`src/rtl/clkdiv_pkg.sv`:
```
`default_nettype none
// ----------------------------------------------------------------------------
// clkdiv_pkg : shared timebase constants and monitor state encoding
// Revision   : 1.0
// ----------------------------------------------------------------------------
package clkdiv_pkg;

  localparam int CLK_HZ      = 50_000_000;
  localparam int P_1HZ       = 50_000_000;
  localparam int P_067HZ     = 75_000_000;
  localparam int P_05HZ_EDGE = 100_000_000;

  typedef enum logic [1:0] {
    IDLE    = 2'd0,
    ARMED   = 2'd1,
    MEASURE = 2'd2
  } mon_state_t;

  // Lower tolerance bound, clamped so a large TOL never wraps below zero.
  function automatic int lower_bound(input int expected, input int tol);
    return (expected > tol) ? (expected - tol) : 0;
  endfunction

endpackage
`default_nettype wire

```
`src/rtl/tick_edge_detect.sv`:
```
`default_nettype none
// ----------------------------------------------------------------------------
// tick_edge_detect : one-cycle edge strobe from a tick pulse or toggling level
// Revision         : 1.0
// ----------------------------------------------------------------------------
module tick_edge_detect #(
  parameter int EDGE_MODE = 0
) (
  input  logic clk,
  input  logic rst,
  input  logic tick_in,
  output logic tick_edge
);

  logic tick_q;

  always_ff @(posedge clk or posedge rst) begin
    if (rst) begin
      tick_q <= 1'b0;
    end else begin
      tick_q <= tick_in;
    end
  end

  generate
    if (EDGE_MODE == 1) begin : g_both_edges
      assign tick_edge = tick_in ^ tick_q;
    end else begin : g_rise_edge
      assign tick_edge = tick_in & ~tick_q;
    end
  endgenerate

endmodule
`default_nettype wire

```
`src/rtl/tick_period_monitor.sv`:
```
`default_nettype none
// ----------------------------------------------------------------------------
// tick_period_monitor : measures tick-to-tick interval, checks tolerance,
//                       flags missing ticks and reports lock
// Revision            : 1.0
// ----------------------------------------------------------------------------
module tick_period_monitor
  import clkdiv_pkg::*;
#(
  parameter int CNT_W     = 27,
  parameter int EXPECTED  = 50_000_000,
  parameter int TOL       = 50_000,
  parameter int TIMEOUT   = 100_000_000,
  parameter int LOCK_N    = 4,
  parameter int EDGE_MODE = 0
) (
  input  logic             clk,
  input  logic             rst,
  input  logic             en,
  input  logic             tick_in,
  output logic [CNT_W-1:0] period,
  output logic             period_valid,
  output logic             in_tol,
  output logic             timeout,
  output logic             locked
);

  localparam int               LCW      = $clog2(LOCK_N + 1);
  localparam logic [CNT_W:0]   LO_BOUND = (CNT_W+1)'(lower_bound(EXPECTED, TOL));
  localparam logic [CNT_W:0]   HI_BOUND = (CNT_W+1)'(EXPECTED + TOL);
  localparam logic [CNT_W:0]   TMO      = (CNT_W+1)'(TIMEOUT);
  localparam logic [LCW-1:0]   LOCK_MAX = LCW'(LOCK_N);

  mon_state_t       state;
  mon_state_t       next_state;
  logic             tick_edge;
  logic [CNT_W-1:0] cnt;
  logic [CNT_W:0]   period_raw;
  logic             tmo_hit;
  logic             in_range;
  logic [LCW-1:0]   lock_cnt;
  logic [LCW-1:0]   lock_next;

  logic             meas_done;
  logic             tmo_fire;
  logic             cnt_clr;
  logic             lock_clr;
  logic             lock_inc;

  tick_edge_detect #(
    .EDGE_MODE (EDGE_MODE)
  ) u_edge (
    .clk       (clk),
    .rst       (rst),
    .tick_in   (tick_in),
    .tick_edge (tick_edge)
  );

  // One bit wider than the counter so the bound compare cannot overflow.
  assign period_raw = {1'b0, cnt} + (CNT_W+1)'(1);
  assign tmo_hit    = (period_raw == TMO);
  assign in_range   = (period_raw >= LO_BOUND) && (period_raw <= HI_BOUND);

  always_ff @(posedge clk or posedge rst) begin
    if (rst) begin
      state <= IDLE;
    end else begin
      state <= next_state;
    end
  end

  always_comb begin
    next_state = state;
    if (!en) begin
      next_state = IDLE;
    end else begin
      case (state)
        IDLE:    next_state = ARMED;
        ARMED:   if (tick_edge) next_state = MEASURE;
        MEASURE: if (!tick_edge && tmo_hit) next_state = ARMED;
        default: next_state = IDLE;
      endcase
    end
  end

  // An edge coinciding with the timeout count is a valid period, not a timeout.
  always_comb begin
    meas_done = 1'b0;
    tmo_fire  = 1'b0;
    cnt_clr   = 1'b1;
    if (en && (state == MEASURE)) begin
      meas_done = tick_edge;
      tmo_fire  = !tick_edge && tmo_hit;
      cnt_clr   = tick_edge || tmo_hit;
    end
    lock_clr = !en || tmo_fire || (meas_done && !in_range);
    lock_inc = meas_done && in_range && (lock_cnt != LOCK_MAX);
  end

  always_comb begin
    lock_next = lock_cnt;
    if (lock_clr) begin
      lock_next = '0;
    end else if (lock_inc) begin
      lock_next = lock_cnt + 1'b1;
    end
  end

  always_ff @(posedge clk or posedge rst) begin
    if (rst) begin
      cnt          <= '0;
      period       <= '0;
      period_valid <= 1'b0;
      in_tol       <= 1'b0;
      timeout      <= 1'b0;
      lock_cnt     <= '0;
      locked       <= 1'b0;
    end else begin
      cnt          <= cnt_clr ? '0 : cnt + 1'b1;
      period_valid <= meas_done;
      timeout      <= tmo_fire;
      lock_cnt     <= lock_next;
      locked       <= (lock_next == LOCK_MAX);
      if (meas_done) begin
        period <= period_raw[CNT_W-1:0];
        in_tol <= in_range;
      end
    end
  end

endmodule
`default_nettype wire
```
`config.mk`:
```
export PLATFORM = sky130hd
export DESIGN_NAME = tick_period_monitor
export DESIGN_NICKNAME = d
export VERILOG_FILES = /design/src/rtl/clkdiv_pkg.sv /design/src/rtl/tick_edge_detect.sv /design/src/rtl/tick_period_monitor.sv
export SDC_FILE = /design/constraint.sdc
export NUM_CORES = 1
export LEC_CHECK = 0
export ABC_AREA = 1
export BUFFER_PORTS_ARGS = -buffer_cell sky130_fd_sc_hd__buf_2
export CORE_MARGIN = 2
export CORE_UTILIZATION = 50
export DETAILED_ROUTE_END_ITERATION = 8
export HOLD_SLACK_MARGIN = 0.03
export MAX_ROUTING_LAYER = met4
export PLACE_DENSITY = 0.75
export SLEW_MARGIN = 20
export SYNTH_ARGS = -nofsm -noshare
export SYNTH_HDL_FRONTEND = slang
export SYNTH_SLANG_ARGS = --single-unit
```
`constraint.sdc`:
```
create_clock -name clk -period 2.2 [get_ports clk]
set_input_delay 0.44 -clock clk [delete_from_list [all_inputs] [get_ports clk]]
set_output_delay 0.44 -clock clk [all_outputs]
set_load 0.1 [all_outputs]
```
==> results.toml, run 1 <==
[yosys]
synth_top_family_by_area = "simple AND/OR/NAND/NOR gates"
synth_cell_types = 28
muxShareOfSynthArea = 0
synth_xor_area_frac = 0.007317
netlist_area_mm2 = 0.003591
synth_fa_ha_area_frac = 0.01394
synth-warning-count = 0
synth_compound_area_frac = 0.06132
yosysSeqAreaShare = 0.4460
syn_nets = 528
synth_seq_cells = 64
yosys.area_share.simple = 0.3836
syn_inst = 520
avgSynthCellArea_um2 = 6.906

[die]
dieArea_mm2 = 0.007876
chipHeight_um = 88.75
rows = 30
die_x_um = 88.75
ios = 35
start_util = 0.5228
core_mm2 = 0.006869

[clocking]
cts_max_level = 3
cts_inserted_buffers = 9
cts_root_buf = "clkbuf_8"
cts_sinks = 64
cts_buffer_depth = 2
path_clk_slew_ps = 80
clock_latency_ps = 350
cts_tree = "yes"

[flow_run]
drv_cap = 0

[timing]
hold_ws_ps = 144.6
finClkSkew_ps = 12.95
hold_viol = 0
worst_pin_slew_ps = 490.4
slew_violations = 0
rsz0062_at_grt = "true"
relSlewSlack = 0.6753
tns_ps = -7420
setup_ws_ps = -246.8
clock.fmax_mhz = 408.7
setup_viol = 35
fin_crit_sh = 1.112
min_period_ps = 2447

[placed_design]
dpl.hpwl_um = 7484
dp.cells = 715
port_buffers = 34
gp_congestion = 0.9709

[setup_path]
critPathArrivalTime_ps = 2680
crit_type = "flip-flop to flip-flop"
start_kind = "flip-flop"
crit_required_ps = 2430
cp_num_buf_inv = 1
cpPeakStageDelay_ps = 390
cp_cell_sequence = "ha_4 -> nand2_4 -> nor2_4 -> nand2_4 -> nor2_4 -> nand2_1 -> nand2_2 -> nand3_2 -> nor3_1 -> nand4_1 -> o21ai_2 -> or2_4 -> buf_8 -> nor2_1"
cp_top_family = "simple AND/OR/NAND/NOR gates"
worstPathMaxFanout = 8
endpoint_kind = "flip-flop"
cpMaxStageDelayCell = "dfrtp_2"

[layout]
instances_no_fill = 745
final_util = 0.7525
antennaDiodeCount = 0
drive_gt1_frac = 0.3837
final_nets = 653
area_growth_pct = 43.94

[pwr]
clock_power_share = 0.424
swShare = 0.2501
ir_drop_v = 0.0004475
p_int_mw = 1.770
total_leakage_power_nw = 2.484
power.density_mw_per_mm2 = 456.5
switching_power_mw = 0.5901
pwr-share-seq = 0.508
p_comb_frac = 0.068

[detailed_routing]
wl_per_cell_um = 15.08
dr_total_vias = 3927
drc = 0
via_per_inst = 5.271
ant_nets = 0
drtIter0Drc = 362
wl_um = 11240
first_pass_iters = 5

[global_route]
grt_max_degree = 65
grt_antenna_before_repair = 0
grt_pass1_wl_um = 16930
grt_use_total = 0.2950
grt_overflow = 0
grt_pass1_vias = 3616

[run_status]
outcome = "finished with violations"
violations = "setup timing"

[min_path]
hold_class = "input port to async pin"
==> kinds of logic after synthesis <==
logic type      Yosys count
buf+inv                  79
xor+xnor                  3
compound gates           42
simple gates            328
flops                    64
fa+ha+maj                 4
==> placed cells by master, fill, tap and decap left out, drive strengths merged, types with 2 or more instances in the layout <==
cell / count
and2: 2
o21ai: 35
xor2: 2
nor3: 6
nand3: 32
nand3b: 5
inv: 70
nor2: 97
nand2: 173
ha: 4
buf: 123
a21oi: 5
clkbuf: 12
dfrtp: 64
nand4: 12
==> path summary, 6_finish.rpt <==
| path | to | slack (ps) | depth (start not counted) | from |
|---|---|---|---|---|
| worst max-delay path | cnt[13] | -250 | 14 | cnt[1] |
| worst max register to register | cnt[13] | -250 | 14 | cnt[1] |
| worst min-delay path | period[6] | 140 | 3 | rst |
| worst min register to register | period[19] | 480 | 2 | period[19] |
| min in group clk | u_edge.tick_q | 220 | 1 | tick_in |
| max in group asynchronous | lock_cnt[2] | 1750 | 3 | rst |
==> stage by stage <==
stage               power, mW  instance area, um^2  setup slack [ps]
finish                  2.360                 5169            -246.8
global route            2.428                 5169            -390.4
CTS                     2.361                 4827            -164.2
detailed placement      1.369                 4481            -313.3
global placement        1.366                 4481            -176.8
floorplan               1.337                 3679            -8.488
==> worst min-delay path: cells and delay by family <==
kind / cells / cell delay, ps
buffers and inverters: 3 / 460
==> what timing repair did <==
| item | 4_1_cts | 5_1_grt |
|---|---|---|
| hold buffers | 0 | 0 |
| gates resized for setup | 27 | 87 |
| cloned | 1 | 0 |
| setup buffers | 7 | 9 |
| endpoints found under the setup margin | 35 | 35 |
| pin swaps | 25 | 42 |
==> state kept, by name, summed over array words and instances, names as in the netlist <==
| name | count |
|---|---|
| cnt | 27 |
| period | 27 |
| lock_cnt | 3 |
| state | 2 |
| in_tol | 1 |
| locked | 1 |
| period_valid | 1 |
| timeout | 1 |
| u_edge.tick_q | 1 |
==> layout make-up <==
cell class | instances | area (um^2)
fillers | 494 | 1700
clock buffers | 12 | 145.1
flip-flops and latches | 64 | 1607
clock inverters | 3 | 42.54
multi-input cells | 377 | 2106
repair buffers | 123 | 885.9
inverters | 70 | 262.8
well taps | 96 | 120.1
==> power groups by stage <==
stage                     registers (mW)  clock network (mW)  logic [mW]
after global placement              1.22                   0       0.146
after CTS                           1.20                1.01       0.152
after detailed placement            1.22                   0       0.148
final                               1.20                1.00       0.160
after global routing                1.20                1.06       0.171
after floorplan                     1.29                   0      0.0441
==> cell usage after synthesis, drive strengths merged <==
master,n,share of area
nand3b,5,0.010
buf,3,0.0084
o21ai,35,0.050
and2,2,0.0035
xnor2,1,0.0024
inv,70,0.073
a31oi,1,0.0017
nor2,97,0.11
o22ai,1,0.0017
nand2,173,0.18
or2,1,0.0017
nand3,32,0.047
nand4,12,0.021
ha,4,0.014
a21oi,5,0.0080
clkbuf,6,0.0063
dfrtp,64,0.45
nor3,6,0.0084
xor2,2,0.0049
==> layer usage <==
layer  share of wire  global-route usage  wire length [um]  up-vias
met2            0.49              0.4661              5497      146
li1                -                   -                 -     1873
met1            0.43              0.3861              4879     1882
met3           0.056             0.06157               633       26
met5               0                   -                 0        -
met4           0.020             0.08264               225        0
Power figures use the tool's default switching activity.
==> run 2: changes to the inputs <==
PLACE_DENSITY = 0.72   (was 0.75)
==> run 2 against run 1 <==
  * The run still ends with setup timing left
  * Critical path depth grew 3
  * Clock power is essentially flat
  * Non-clock buffer count shrank 4
  * Sequential share of layout area grew 0.14 points
  * Combinational power is essentially flat
  * Sequential power is essentially flat
  * Maximum frequency shrank 1.8%
  * Cell area shrank 0.44%
  * Setup slack lost 46 ps
  * Utilization shrank 0.33 points
  * Global-route usage shrank 1.0 points
  * Via count shrank 4.4%
  * Critical endpoint is now locked
  * Largest power group unchanged
==> results.toml, run 2 (synthesized netlist as in run 1, its figures left out) <==
[setup_path]
critPathArrivalTime_ps = 2760
worst_r2r_path_depth = 17
endpoint_kind = "flip-flop"
crit_required_ps = 2470
crit_type = "flip-flop to flip-flop"
start_kind = "flip-flop"
r2r-end = "locked"
r2r-start = "cnt[0]"
worstPathMaxFanout = 4
r2r_setup_slack_ps = -290

[global_route]
grt_pass1_wl_um = 16440
grt_pass1_vias = 3526
grt_max_degree = 42
grt_antenna_before_repair = 0
grt_overflow = 0
grt_use_total = 0.2846

[flow_run]
drv_cap = 0

[layout]
area_growth_pct = 43.31
antennaDiodeCount = 0
final_nets = 649
layout_commonest_cell = "nand2_1"
final_util = 0.7492
top_regs = "cnt (27), period (27), lock_cnt (3)"
drive_gt1_frac = 0.3835
layout_common_cells = "nand2_1 (139), buf_4 (78), inv_1 (60), dfrtp_1 (60), nor2_1 (59)"
instances_no_fill = 740

[placed_design]
gp_congestion = 0.9992
dpl.hpwl_um = 7225
dp.cells = 715
place_ws_ps = -281.0
port_buffers = 34

[die]
start_util = 0.5228
die_x_um = 88.75
rows = 30
ios = 35
chipHeight_um = 88.75
dieArea_mm2 = 0.007876
core_mm2 = 0.006869

[detailed_routing]
wl_um = 10680
ant_nets = 0
dr_total_vias = 3756
drtIter0Drc = 240
drc = 0
via_per_inst = 5.076
wl_per_cell_um = 14.43
first_pass_iters = 5

[run_status]
outcome = "finished with violations"
violations = "setup timing"

[timing]
tns_ps = -7485
finClkSkew_ps = 11.82
setup_viol = 34
rsz0062_at_grt = "true"
min_period_ps = 2493
hold_viol = 0
slew_violations = 0
relSlewSlack = 0.6299
setup_ws_ps = -292.5
fin_crit_sh = 1.133
worst_pin_slew_ps = 554.4
clock.fmax_mhz = 401.2

[clocking]
cts_root_buf = "clkbuf_8"
cts_buffer_depth = 2
clock_latency_ps = 340
hold_buffers = 0
cts_sinks = 64
path_clk_slew_ps = 80
cts_tree = "yes"
cts_max_level = 3
cts_inserted_buffers = 9

[pwr]
ir_drop_v = 0.0005489
power.density_mw_per_mm2 = 464.6
total_leakage_power_nw = 2.477

[min_path]
hold_class = "input port to async pin"
run 2: area by class of cell:
type,instances,area (um^2)
fill,524,1723
sequential,64,1607
timing repair buffer,119,890.9
clock buffer,11,151.4
clock inverter,3,42.54
multi-input combinational,377,2072
tap,96,120.1
inverter,70,262.8
run 2: stage by stage:
step	power, mW	hold WS, ps	cell area (um^2)
detailed placement	1.371	467.7	4506
CTS	2.402	149.4	4843
global route	2.464	190.0	5146
floorplan	1.337	471.4	3679
finish	2.391	138.9	5146
global placement	1.367	460.3	4506
run 2: report_power, final:
part	switching, mW	internal, mW	leakage [nW]
sequential	0.00877	1.19	0.882
clock	0.462	0.571	0.0973
combinational	0.126	0.0319	1.50
total	0.597	1.79	2.48
run 2: worst max-delay path by stage:
| stage | start | endpoint | cells after the start |
|---|---|---|---|
| finish | cnt[0] | locked | 17 |
| global route | cnt[0] | locked | 20 |
| CTS | cnt[1] | cnt[6] | 14 |
| detailed placement | cnt[1] | locked | 16 |
| global placement | cnt[1] | cnt[14] | 14 |
| floorplan | cnt[2] | cnt[7] | 13 |
run 2: per-layer routing:
layer  wire (um)  vias up  track usage
li1            -     1849            -
met1        4844     1764       0.3922
met2        5096      119       0.4349
met3         500       24      0.03731
met4         235        0      0.09504
met5           0        -            -
run 2: repair_timing:
item,CTS,global route
buffers inserted,5,4
pin swaps,15,35
gates resized for setup,26,78
setup endpoints to repair,34,35
gates cloned,1,1
run 2: worst max-delay path: stages, from the launching register on:
cell and delay, ps:
dfrtp_2 410, ha_4 180, nand2_4 60, nor2_4 190
nand3b_1 120, nand2_2 130, nand2_1 60, nor2_1 120
nand2_1 70, nor2_1 190, nand3_2 140, nand2_2 120
nand2_2 70, nor2_4 140, nand4_1 120, nand2_1 140
nand2_2 80, nor2_1 80
